[config.mk]
export PLATFORM = sky130hd
export DESIGN_NAME = rx_load_fifo_flat
export DESIGN_NICKNAME = d
export VERILOG_FILES = /design/src/rtl/rx_pkg.sv /design/src/rtl/rx_load_fifo_if.sv /design/src/rtl/rx_fifo_mem.sv /design/src/rtl/rx_load_fifo.sv /design/src/flat_wrapper.sv
export SDC_FILE = /design/constraint.sdc
export NUM_CORES = 1
export LEC_CHECK = 0
export ABC_AREA = 0
export CAP_MARGIN = 15
export CORE_ASPECT_RATIO = 1.4
export CORE_MARGIN = 1.5
export CORE_UTILIZATION = 25
export CTS_CLUSTER_DIAMETER = 100
export DETAILED_ROUTE_END_ITERATION = 12
export PLACE_DENSITY = 0.42
export SKIP_LAST_GASP = 1
export SLEW_MARGIN = 15
export SYNTH_ARGS = -nofsm -noshare
export SYNTH_HDL_FRONTEND = slang
export SYNTH_HIERARCHICAL = 1
export SYNTH_SLANG_ARGS = --single-unit
export TNS_END_PERCENT = 10
[constraint.sdc]
create_clock -name clk -period 1.9 [get_ports clk]
set_input_delay 0.57 -clock clk [delete_from_list [all_inputs] [get_ports clk]]
set_output_delay 0.57 -clock clk [all_outputs]
set_load 0.005 [all_outputs]
[src/rtl/rx_pkg.sv]
// Shared constants and types for the receive-side byte-load FIFO.
// Latency: n/a (declarations only).
// Backpressure: n/a.
package rx_pkg;

    localparam int RX_DATA_W    = 8;
    localparam int RX_DEPTH_DEF = 4;

    typedef logic [RX_DATA_W-1:0] rx_byte_t;

endpackage : rx_pkg

[src/rtl/rx_load_fifo_if.sv]
// Byte-load / valid-ready bundle between a byte sender, the rx FIFO and its consumer.
// Latency: n/a (wires only).
// Backpressure: consumer holds q_ready low to stall; the sender has none (drops are flagged).
// Ports: load_en/d (write side), q/q_valid/q_ready (read side), clr_ovf, full/empty/overflow/count status.
interface rx_load_fifo_if
    import rx_pkg::*;
#(
    parameter int DATA_W = RX_DATA_W,
    parameter int DEPTH  = RX_DEPTH_DEF
);
    localparam int CNT_W = $clog2(DEPTH + 1);

    logic              load_en;
    logic [DATA_W-1:0] d;
    logic [DATA_W-1:0] q;
    logic              q_valid;
    logic              q_ready;
    logic              clr_ovf;
    logic              full;
    logic              empty;
    logic              overflow;
    logic [CNT_W-1:0]  count;

    // Environment side: byte sender plus downstream consumer.
    modport master (
        output load_en, d, q_ready, clr_ovf,
        input  q, q_valid, full, empty, overflow, count
    );

    // FIFO side.
    modport slave (
        input  load_en, d, q_ready, clr_ovf,
        output q, q_valid, full, empty, overflow, count
    );

endinterface : rx_load_fifo_if

[src/rtl/rx_fifo_mem.sv]
// Flop-array storage for the rx FIFO: one synchronous write port, one async read port.
// Latency: write lands at the rising edge; read is combinational from raddr.
// Backpressure: none; the caller only asserts we when a push is accepted.
// Ports: clk, we/waddr/wdata (write), raddr -> rdata (read). Contents are not reset.
module rx_fifo_mem #(
    parameter int DATA_W = 8,
    parameter int DEPTH  = 4,
    localparam int PTR_W = $clog2(DEPTH)
) (
    input  logic              clk,
    input  logic              we,
    input  logic [PTR_W-1:0]  waddr,
    input  logic [DATA_W-1:0] wdata,
    input  logic [PTR_W-1:0]  raddr,
    output logic [DATA_W-1:0] rdata
);

    logic [DATA_W-1:0] mem [DEPTH];

    always_ff @(posedge clk) begin
        if (we) begin
            mem[waddr] <= wdata;
        end
    end

    assign rdata = mem[raddr];

endmodule : rx_fifo_mem

[src/rtl/rx_load_fifo.sv]
// Receive endpoint of the byte-load interface: captures d on load_en into a FWFT FIFO.
// Latency: a byte loaded into an empty FIFO is on q with q_valid right after the capturing edge.
// Backpressure: q_ready stalls the head; a load while full with no pop is dropped and sets sticky overflow.
// Ports: clk, reset_n (async, active-low), bus (rx_load_fifo_if.slave).
module rx_load_fifo
    import rx_pkg::*;
#(
    parameter int DATA_W = RX_DATA_W,
    parameter int DEPTH  = RX_DEPTH_DEF
) (
    input  logic              clk,
    input  logic              reset_n,
    rx_load_fifo_if.slave     bus
);

    localparam int PTR_W = $clog2(DEPTH);
    localparam int CNT_W = $clog2(DEPTH + 1);

    // Pointer wrap relies on DEPTH being a power of two.
    generate
        if (DEPTH < 2 || (DEPTH & (DEPTH - 1)) != 0) begin : g_bad_depth
            $error("rx_load_fifo: DEPTH must be a power of two and >= 2");
        end
    endgenerate

    logic [PTR_W-1:0]  wr_ptr;
    logic [PTR_W-1:0]  rd_ptr;
    logic [CNT_W-1:0]  cnt;
    logic              ovf;
    logic [DATA_W-1:0] head_dat;

    logic is_full;
    logic is_empty;
    logic pop;
    logic push;
    logic drop;

    assign is_full  = (cnt == CNT_W'(DEPTH));
    assign is_empty = (cnt == '0);
    assign pop      = !is_empty && bus.q_ready;
    // A pop at the same edge frees the slot, so a load while full still goes in.
    assign push     = bus.load_en && (!is_full || pop);
    assign drop     = bus.load_en && is_full && !pop;

    rx_fifo_mem #(
        .DATA_W (DATA_W),
        .DEPTH  (DEPTH)
    ) u_mem (
        .clk   (clk),
        .we    (push),
        .waddr (wr_ptr),
        .wdata (bus.d),
        .raddr (rd_ptr),
        .rdata (head_dat)
    );

    always_ff @(posedge clk or negedge reset_n) begin
        if (!reset_n) begin
            wr_ptr <= '0;
            rd_ptr <= '0;
            cnt    <= '0;
            ovf    <= 1'b0;
        end else begin
            if (push) begin
                wr_ptr <= wr_ptr + PTR_W'(1);
            end
            if (pop) begin
                rd_ptr <= rd_ptr + PTR_W'(1);
            end
            case ({push, pop})
                2'b10:   cnt <= cnt + CNT_W'(1);
                2'b01:   cnt <= cnt - CNT_W'(1);
                default: cnt <= cnt;
            endcase
            // A fresh drop outranks a clear at the same edge.
            if (drop) begin
                ovf <= 1'b1;
            end else if (bus.clr_ovf) begin
                ovf <= 1'b0;
            end
        end
    end

    // Storage is never reset, so the head must be masked while empty.
    assign bus.q        = is_empty ? '0 : head_dat;
    assign bus.q_valid  = !is_empty;
    assign bus.full     = is_full;
    assign bus.empty    = is_empty;
    assign bus.overflow = ovf;
    assign bus.count    = cnt;

endmodule : rx_load_fifo
[src/flat_wrapper.sv]
// flat-port wrapper written by rule: the top's interface ports become plain ports
module rx_load_fifo_flat import rx_pkg::*;
#(
    parameter int DATA_W = RX_DATA_W,
    parameter int DEPTH  = RX_DEPTH_DEF
)
  (clk, reset_n, bus_load_en, bus_d, bus_q_ready, bus_clr_ovf, bus_q, bus_q_valid, bus_full, bus_empty, bus_overflow, bus_count);
  rx_load_fifo_if #(.DATA_W(DATA_W), .DEPTH(DEPTH)) bus_i ();
  input  logic clk;
  input  logic reset_n;
  input wire logic [$bits(bus_i.load_en)-1:0] bus_load_en;
  input wire logic [$bits(bus_i.d)-1:0] bus_d;
  input wire logic [$bits(bus_i.q_ready)-1:0] bus_q_ready;
  input wire logic [$bits(bus_i.clr_ovf)-1:0] bus_clr_ovf;
  output wire logic [$bits(bus_i.q)-1:0] bus_q;
  output wire logic [$bits(bus_i.q_valid)-1:0] bus_q_valid;
  output wire logic [$bits(bus_i.full)-1:0] bus_full;
  output wire logic [$bits(bus_i.empty)-1:0] bus_empty;
  output wire logic [$bits(bus_i.overflow)-1:0] bus_overflow;
  output wire logic [$bits(bus_i.count)-1:0] bus_count;
  assign bus_i.load_en = bus_load_en;
  assign bus_i.d = bus_d;
  assign bus_i.q_ready = bus_q_ready;
  assign bus_i.clr_ovf = bus_clr_ovf;
  assign bus_q = bus_i.q;
  assign bus_q_valid = bus_i.q_valid;
  assign bus_full = bus_i.full;
  assign bus_empty = bus_i.empty;
  assign bus_overflow = bus_i.overflow;
  assign bus_count = bus_i.count;
  rx_load_fifo #(.DATA_W(DATA_W), .DEPTH(DEPTH)) u_core (.clk(clk), .reset_n(reset_n), .bus(bus_i));
endmodule
* Word-level counts from Yosys, hierarchy flattened *
Memories as Yosys holds them, arrays and structs flattened.
Cells that the tools add are included.
W data, S select, Z words.

word-level totals
  register bits = 8
  bits in writable memories = 32
  output and inout port bits = 15
  memories = 1

operators by class
  add/subtract/negate cells = 4
  equal/unequal tests = 3
  muxes and demuxes = 6
  reduce and logical (&&, ||, !) cells = 11

memory list
  memory            words  bits a word  rd ports  clocked after memory_dff  write ports  line               RTL
  u_core.u_mem.mem  4      8            1         0                         1            rx_fifo_mem.sv:18  logic [DATA_W-1:0] mem [DEPTH];

operators by type and width
  kind                   number
  $mux W8                1
  $pmux W3 S2            1
  $add A2 B1 Y2 const B  2
  $logic_and A1 B1 Y1    4
  $mux W1                4
  $reduce_bool A2 Y1     2
  $add A3 B1 Y3 const B  1
  $eq A3 B3 Y1 const B   1
  $logic_not A1 Y1       3
  $logic_not A3 Y1       1
  $sub A3 B1 Y3 const B  1
  $eq A2 B1 Y1 const B   1
  $eq A2 B2 Y1 const B   1
  $logic_or A1 B1 Y1     1

* Depth between registers and ports, before layout *
Gate-level depths: netlist of run 1.

  word-level depth = 7
  depth in mapped cells = 8
  mapped depth without buffers = 8

* By module *
The synthesis of run 1 kept the hierarchy.

by module, submodules not included
  module        times used  cells an instance  area an instance (um^2)  sequential area each (um^2)
  rx_fifo_mem   1           46                 1188.6                   960.9
  rx_load_fifo  1           43                 459.2                    200.2

* Least setup slack after synthesis of run 1 *
OpenSTA, ideal clock, no wires.

  path type = reg2reg
  start point = reg u_core.cnt[0], in the netlist u_core/bus.count[0]
  end point = reg u_core.cnt[2], in the netlist u_core/bus.count[2]
  library setup time = 0.079 ns
  data arrival time = 1.983 ns
  required time = 1.821 ns
  path slack = -0.162 ns
  stages on the path, launching flop included = 9
  buffers on the path = 0
  path through = dfrtp_1 -> or3b_4 -> o21ai_4 -> ha_1 -> inv_1 -> fa_1 -> xor2_1 -> nor2_1 -> xor2_1

between the ends
  longest elaborated chain between the ends = 7

ends and longest elaborated chain
  item                                                      line                RTL
  from (decl)                                               rx_load_fifo.sv:28  logic [CNT_W-1:0] cnt;
  from (signal assigned)                                    rx_load_fifo.sv:71  2'b10: cnt <= cnt + CNT_W'(1);
  from (signal assigned)                                    rx_load_fifo.sv:72  2'b01: cnt <= cnt - CNT_W'(1);
  from (signal assigned)                                    rx_load_fifo.sv:73  default: cnt <= cnt;
  $logic_not A3 Y1                                          rx_load_fifo.sv:39  assign is_empty = (cnt == '0);
  $logic_not A1 Y1                                          rx_load_fifo.sv:40  assign pop = !is_empty && bus.q_ready;
  $logic_and A1 B1 Y1                                       rx_load_fifo.sv:40
  $logic_or A1 B1 Y1                                        rx_load_fifo.sv:42  assign push = bus.load_en && (!is_full || pop);
  $logic_and A1 B1 Y1                                       rx_load_fifo.sv:42
  $eq A2 B1 Y1 / $eq A2 B2 Y1 (equally long branches)       rx_load_fifo.sv:70  case ({push, pop})
  $pmux W3 S2 / $reduce_bool A2 Y1 (equally long branches)  -

Several ways; a longest one is shown, not always the timed one.
A chain may end at the register's enable or synchronous reset.

* Worst setup path in the final report of run 1 *
  start point = reg u_core.rd_ptr[0]
  end point = out bus_q[4]

between the ends
  longest elaborated chain between the ends = 2

ends and longest elaborated chain
  item                    line                RTL
  from (decl)             rx_load_fifo.sv:27  logic [PTR_W-1:0] rd_ptr;
  from (signal assigned)  rx_load_fifo.sv:68  rd_ptr <= rd_ptr + PTR_W'(1);
  $mem_v2 Z4 W8           -
  net u_core.head_dat[4]  rx_load_fifo.sv:30  logic [DATA_W-1:0] head_dat;
  $mux W8                 rx_load_fifo.sv:85  assign bus.q = is_empty ? '0 : head_dat;
  to (decl)               flat_wrapper.sv:15  output wire logic [$bits(bus_i.q)-1:0] bus_q;

The timed path passes the listed nets, and every way through them passes these cells.

==> results of run 1 <==
cell families (layout without fill, tap and decap cells):
logic type / Yosys count / after routing / share of synthesized area [%]
buffers and inverters: 11 / 72 / 3.11
muxes: 9 / 9 / 11.5
and+or+nand+nor: 17 / 17 / 6.91
DFF: 40 / 40 / 70.5
AOI/OAI and AO/OA: 3 / 3 / 2.28
xor gates and xnor gates: 7 / 7 / 3.72
adders and majority gates: 2 / 2 / 1.97
state kept, by name, indices dropped and copies added, names as in the netlist:
signal / count
u_core/u_mem/mem: 32
u_core/bus.count: 3
u_core/rd_ptr: 2
u_core/wr_ptr: 2
u_core/bus.overflow: 1
worst max-delay path by stage:
stage          slack, ns             endpoint                start
3_5_place_dp       -0.47  u_core/bus.count[2]          bus_q_ready
6_report           -0.35             bus_q[4]     u_core/rd_ptr[0]
4_1_cts            -0.37             bus_q[4]     u_core/rd_ptr[0]
5_1_grt            -0.43  u_core/bus.count[2]  u_core/bus.count[1]
2_1_floorplan      -0.14  u_core/bus.count[2]  u_core/bus.count[0]
3_3_place_gp       -0.41  u_core/bus.count[2]          bus_q_ready
power by group through the flow:
stage          Clock (W)  Combinational, W  Sequential [W]
3_5_place_dp           0           0.00150         0.00133
4_1_cts         0.000550           0.00170         0.00132
3_3_place_gp           0           0.00150         0.00132
5_1_grt         0.000597           0.00184         0.00135
2_1_floorplan          0          0.000710         0.00129
6_report        0.000528           0.00168         0.00132
stage by stage:
| stage | TNS, ns | hold slack (ns) | cell area, um^2 |
|---|---|---|---|
| global placement | -8.49 | 0.509 | 2180 |
| global route | -9.71 | 0.570 | 2380 |
| finish | -5.77 | 0.521 | 2380 |
| floorplan | -0.163 | 0.274 | 1650 |
| CTS | -7.13 | 0.530 | 2370 |
| detailed placement | -9.38 | 0.515 | 2180 |
routing by layer:
metal / GRT usage (%) / up-vias
met5: 0 / -
met4: 5.22 / 0
met3: 2.45 / 6
met2: 18.4 / 29
met1: 12.6 / 483
li1: - / 452
cell usage in the layout (no fill, tap or decap), drive strengths merged, types with 2 or more instances in the layout:
cell type / synthesis / layout
xnor2: 4 / 4
xor2: 3 / 3
and2: 9 / 9
buf: 2 / 34
dfrtp: 8 / 8
dlygate4sd2: 0 / 2
and3b: 2 / 2
edfxtp: 32 / 32
mux4: 8 / 8
clkbuf: 1 / 9
inv: 8 / 8
clkdlybuf4s50: 0 / 17
area by class of cell:
type	count	share of cell area, %
flip-flops and latches	40	48.9
repair buffers	56	23.2
multi-input cells	38	19.5
well taps	72	3.79
clock buffers	7	3.21
inverters	8	1.26
clock inverters	1	0.158
what timing repair did:
item | CTS | global route
gates cloned | 0 | 0
gates resized for setup | 45 | 4
pin swaps | 13 | 9
buffers inserted | 10 | 1
setup endpoints to repair | 13 | 46
==> summary.txt, run 1 <==
Status
  – Status: finished, violations left
  – Failing checks: setup timing

Min path
  – Worst hold start: u_core/wr_ptr[1]
  – Hold Crit Class: reg -> reg
  – Hold EP: u_core/wr_ptr[1]
  – WHS Path Cells: 1

CTS
  – Root buffer cell: clkbuf_8
  – CTS Buf Count: 5
  – Clk slew on worst S/H paths: 0.07 ns
  – Clock Latency Late Sink: 0.28 ns
  – Clock Sinks: 40
  – CTS tree: yes
  – Post-CTS Hold Buffers: 0
  – H-tree lvl count: 2
  – CTS max path bufs: 2

Pwr
  – Final Total Pwr: 0.00352 W
  – Combinational power share: 47.6%
  – Part of the power in the clock network: 15.0%
  – Pint: 0.00254 W
  – Leakage power: 0.919 nW
  – PwrDens: 1480 mW/mm^2
  – Switch share: 28.0%
  – P_sw: 0.000984 W
  – Register share of total power: 37.4%
  – Worst vdd ir: 599 uV

Critical path
  – Critical Path, Cell by Cell: buf_12, buf_6, mux4_2, and2_4, buf_6
  – Reg-to-reg startpoint: u_core/bus.count[1]
  – CP startpoint kind: register
  – Crit path max fanout: 8
  – CP endpoint kind: output port
  – WS Path Type: reg -> out
  – Cells on worst reg2reg path: 10
  – Req. time, crit path: 1.33 ns
  – Crit path max-delay family: multiplexers
  – Worst EP arrival: 1.68 ns
  – Flop-to-flop setup slack: -0.31 ns
  – Critical Path Max Stage Delay: 0.48 ns
  – Reg2reg end: u_core/bus.count[2]
  – Worst path most repeated cell: buf_6
  – WP depth: 5
  – Worst path bufs/invs: 3
  – Worst path slowest cell: mux4_2

Timing
  – Post-layout min period: 2.25 ns
  – Clk_skew: 0.00494 ns
  – Max Slew Vio Count: 0
  – Final Cycle Share: 118%
  – RSZ-0062 raised after global routing: yes
  – Final worst-path setup slack: -0.351 ns
  – Slew @ Worst Pin: 0.433 ns
  – Setup violators final: 47
  – Max-slew headroom: 71.0%
  – Fmax: 444 MHz
  – Hold Vio Cnt, Final: 0

Synthesis
  – Part of the Yosys area used for sequential elements: 70.5%
  – Ys flop type: edfxtp_1
  – Yosys top cell area share: 58.3%
  – Syn nets: 104
  – Synth Register Bits: 40
  – Number of synthesized flops with an enable pin: 32
  – Dominant cells by area after synthesis: edfxtp_1 (58%), dfrtp_1 (12%), mux4_2 (11%)
  – Synthesized area: 0.00165 mm^2
  – Count leader, synth: edfxtp_1
  – Synthesized instance count: 89
  – Post-synth top area cell: edfxtp_1
  – Most frequent cells after synthesis: edfxtp_1 (32), and2_1 (9), dfrtp_1 (8), inv_1 (8), mux4_2 (8)
  – Ys async rst share: 20.0%
  – Synth cell types: 23
  – Synth warnings: 6
  – Syn_area_per_cell: 18.5 um^2

Floorplan
  – Core area: 0.00630 mm^2
  – Die extent in x: 71.6 um
  – Die area: 0.00709 mm^2
  – Die Ht: 99.1 um
  – Ports: 28
  – Row count: 34
  – Initial Utilization: 26.2%

Routing
  – Routed WL: 3.27 mm
  – Metal2 WL: 1.76 mm
  – Iter 0 DRT Violations: 44
  – Post-route ant nets: 0
  – Via density per instance: 4.37
  – DRC: 0
  – Vias after detailed routing: 970
  – DR top layer: met4
  – WL met3: 176 um
  – Routed len/inst: 14.7 um
  – DRT Pass-1 Iters: 6
  – M1 WL: 1.29 mm

Global route
  – Antenna violations before repair: 0
  – Gr ovfl total: 0
  – GRT Total Usage: 10.8%
  – Largest net degree at the start of global routing: 12
  – Vias in the first global route: 1,116
  – Global-route wire length before repair: 5.66 mm

Layout
  – Multi-input gate area in the final layout: 463 um^2
  – Layout overhead on the synthesized area: 44.2%
  – N_diodes: 0
  – Storage cell area: 0.00116 mm^2
  – Share of layout cells above drive strength 1: 40.0%
  – Post-layout util: 37.7%
  – Filler Cell Count: 620
  – Non-Filler Instances: 222
  – Nets: 164

Placement
  – Placed instance count: 203
  – Routability cong.: 0.680
  – Dpl ws: -0.470 ns
  – DP HPWL: 2.20 mm
  – # port buffers: 27

Flow run
  – Max Cap Viol: 0
Power figures use the tool's default switching activity.
==> inputs of run 2 (changes only) <==
Settings changed: CORE_UTILIZATION 25 to 45, PLACE_DENSITY 0.42 to 0.69.
==> run 2 against run 1 <==
Effect of this change:
- the flow still finishes with violations (setup timing)
- count of clock-buffer cells in the layout unchanged
- sequential share of layout area up 0.18 points
- global-route usage up 5.2 points
- critical path depth unchanged
- via count down 2.8%
- flip-flop and latch count unchanged
- setup slack worse by 0.0056 ns
- final cell count down 14%
==> summary.txt, run 2 (synthesized netlist as in run 1, its figures left out) <==
Global route
  – Gr ovfl total: 0
  – Largest net degree at the start of global routing: 12
  – Global-route wire length before repair: 4.38 mm
  – Antenna violations before repair: 0
  – Vias in the first global route: 958
  – GRT Total Usage: 16.0%

Critical path
  – Crit path max fanout: 7
  – WS Path Type: reg -> out
  – Origin of the worst setup path: u_core/rd_ptr[0]
  – Req. time, crit path: 1.33 ns
  – Flop-to-flop setup slack: -0.35 ns
  – Worst EP arrival: 1.69 ns
  – CP startpoint kind: register
  – Reg-to-reg startpoint: u_core/bus.count[0]
  – Cells on worst reg2reg path: 10
  – Reg2reg end: u_core/bus.count[2]
  – CP endpoint kind: output port

Timing
  – Max-slew headroom: 71.3%
  – Final worst-path setup slack: -0.356 ns
  – Final Cycle Share: 119%
  – Hold Vio Cnt, Final: 0
  – RSZ-0062 raised after global routing: yes
  – Final setup TNS: -4.28 ns
  – Setup violators final: 33
  – Post-layout min period: 2.26 ns
  – Slew @ Worst Pin: 0.430 ns
  – Max Slew Vio Count: 0
  – Fmax: 443 MHz
  – Clk_skew: 0.00480 ns

CTS
  – CTS Buf Count: 5
  – CTS tree: yes
  – H-tree lvl count: 2
  – CTS max path bufs: 2
  – Clock Latency Late Sink: 0.28 ns
  – Clk slew on worst S/H paths: 0.07 ns
  – Clock Sinks: 40
  – Root buffer cell: clkbuf_8

Flow run
  – Max Cap Viol: 0

Layout
  – Storage cell area: 0.00116 mm^2
  – Commonest non-fill, non-tap cells in the layout: edfxtp_1 (32), clkdlybuf4s50_1 (18), buf_4 (16)
  – N_diodes: 0
  – Most common cell after layout, fill and taps aside: edfxtp_1
  – Nets: 165
  – Multi-input gate area in the final layout: 458 um^2
  – Largest register FFs: 32
  – Reg with most FFs: u_core/u_mem/mem
  – Share of layout cells above drive strength 1: 40.4%
  – Layout overhead on the synthesized area: 43.5%
  – Post-layout util: 68.7%
  – Filler Cell Count: 254
  – Non-Filler Instances: 191

Floorplan
  – Die area: 0.00404 mm^2
  – Row count: 25
  – Die Ht: 74.6 um
  – Core area: 0.00344 mm^2
  – Initial Utilization: 47.9%
  – Die extent in x: 54.1 um
  – Ports: 28

Routing
  – Routed WL: 2.81 mm
  – Iter 0 DRT Violations: 14
  – Via density per instance: 4.94
  – DRC: 0
  – Post-route ant nets: 0
  – Routed len/inst: 14.7 um
  – Vias after detailed routing: 943
  – DRT Pass-1 Iters: 4

Status
  – Failing checks: setup timing
  – Status: finished, violations left

Pwr
  – Leakage power: 0.931 nW
  – PwrDens: 1520 mW/mm^2
  – Worst vdd ir: 1070 uV

Placement
  – # port buffers: 27
  – Placed instance count: 169
  – Routability cong.: 0.662
  – DP HPWL: 1.92 mm
  – Dpl ws: -0.487 ns

Min path
  – Hold Crit Class: reg -> reg
  – Worst hold start: u_core/wr_ptr[1]
  – WHS Path Cells: 1
  – Hold EP: u_core/wr_ptr[1]
==> run 2: changes by cell type in the layout (fill, tap and decap cells not counted), moves of 2 or more <==
| cell | before | now |
|---|---|---|
| clkbuf_2 | 2 | 0 |
| and2_4 | 3 | 5 |
| and2_1 | 6 | 4 |
| buf_6 | 10 | 13 |
==> run 2: what timing repair did <==
action | CTS | global route
hold buffers | 0 | 0
endpoints found under the hold margin | 0 | 0
buffers inserted | 11 | 3
resized for setup | 40 | 8
pin swaps | 12 | 9
endpoints found under the setup margin | 13 | 46
==> run 2: layout make-up <==
class / count / area share (%)
Clock buffer: 7 / 3.23
Multi-Input combinational cell: 38 / 19.4
Inverter: 8 / 1.27
Sequential cell: 40 / 49.1
Tap cell: 40 / 2.12
Timing Repair Buffer: 57 / 24.8
Clock inverter: 1 / 0.159
==> run 2: through the flow <==
stage / power [W] / area, um^2 / hold slack, ns
after floorplan: 0.00200 / 1650 / 0.274
after global placement: 0.00275 / 2120 / 0.508
after detailed placement: 0.00278 / 2120 / 0.530
after CTS: 0.00348 / 2310 / 0.541
after global routing: 0.00383 / 2360 / 0.561
final: 0.00360 / 2360 / 0.536
==> run 2: how the worst max path moves through the flow <==
stage	end	slack, ns	cells past startpoint
3_3_place_gp	u_core/bus.count[2]	-0.43	8
4_1_cts	bus_q[0]	-0.36	5
6_report	bus_q[0]	-0.36	5
5_1_grt	u_core/bus.count[2]	-0.50	10
3_5_place_dp	u_core/bus.count[2]	-0.49	8
2_1_floorplan	u_core/bus.count[2]	-0.14	8
==> run 2: layer usage <==
metal / routed length [um] / part of all wire, % / GRT usage (%)
met2: 1600 / 57 / 28.4
met1: 992 / 35 / 17.1
met3: 147 / 5.2 / 4.42
met5: 0 / 0 / 0
met4: 62 / 2.2 / 7.50
==> run 2: power by group <==
part | switching, W | leakage, nW | total, W | internal, W
Clock | 0.000249 | 0.0399 | 0.000504 | 0.000255
Combinational | 0.000576 | 0.503 | 0.00177 | 0.00120
Sequential | 0.000139 | 0.389 | 0.00132 | 0.00118
Total | 0.000964 | 0.931 | 0.00360 | 0.00263
==> run 2: critical path, stage by stage, from the launching register on <==
cell	delay, ns
dfrtp_1	0.40
buf_12	0.15
buf_6	0.09
mux4_2	0.48
and2_4	0.17
buf_6	0.10
==> inputs of run 3 (changes only) <==
Settings changed: GPL_ROUTABILITY_DRIVEN set to 1.
==> results of run 3 <==
The final DEF is identical to that of run 2; final timing and power are the same.
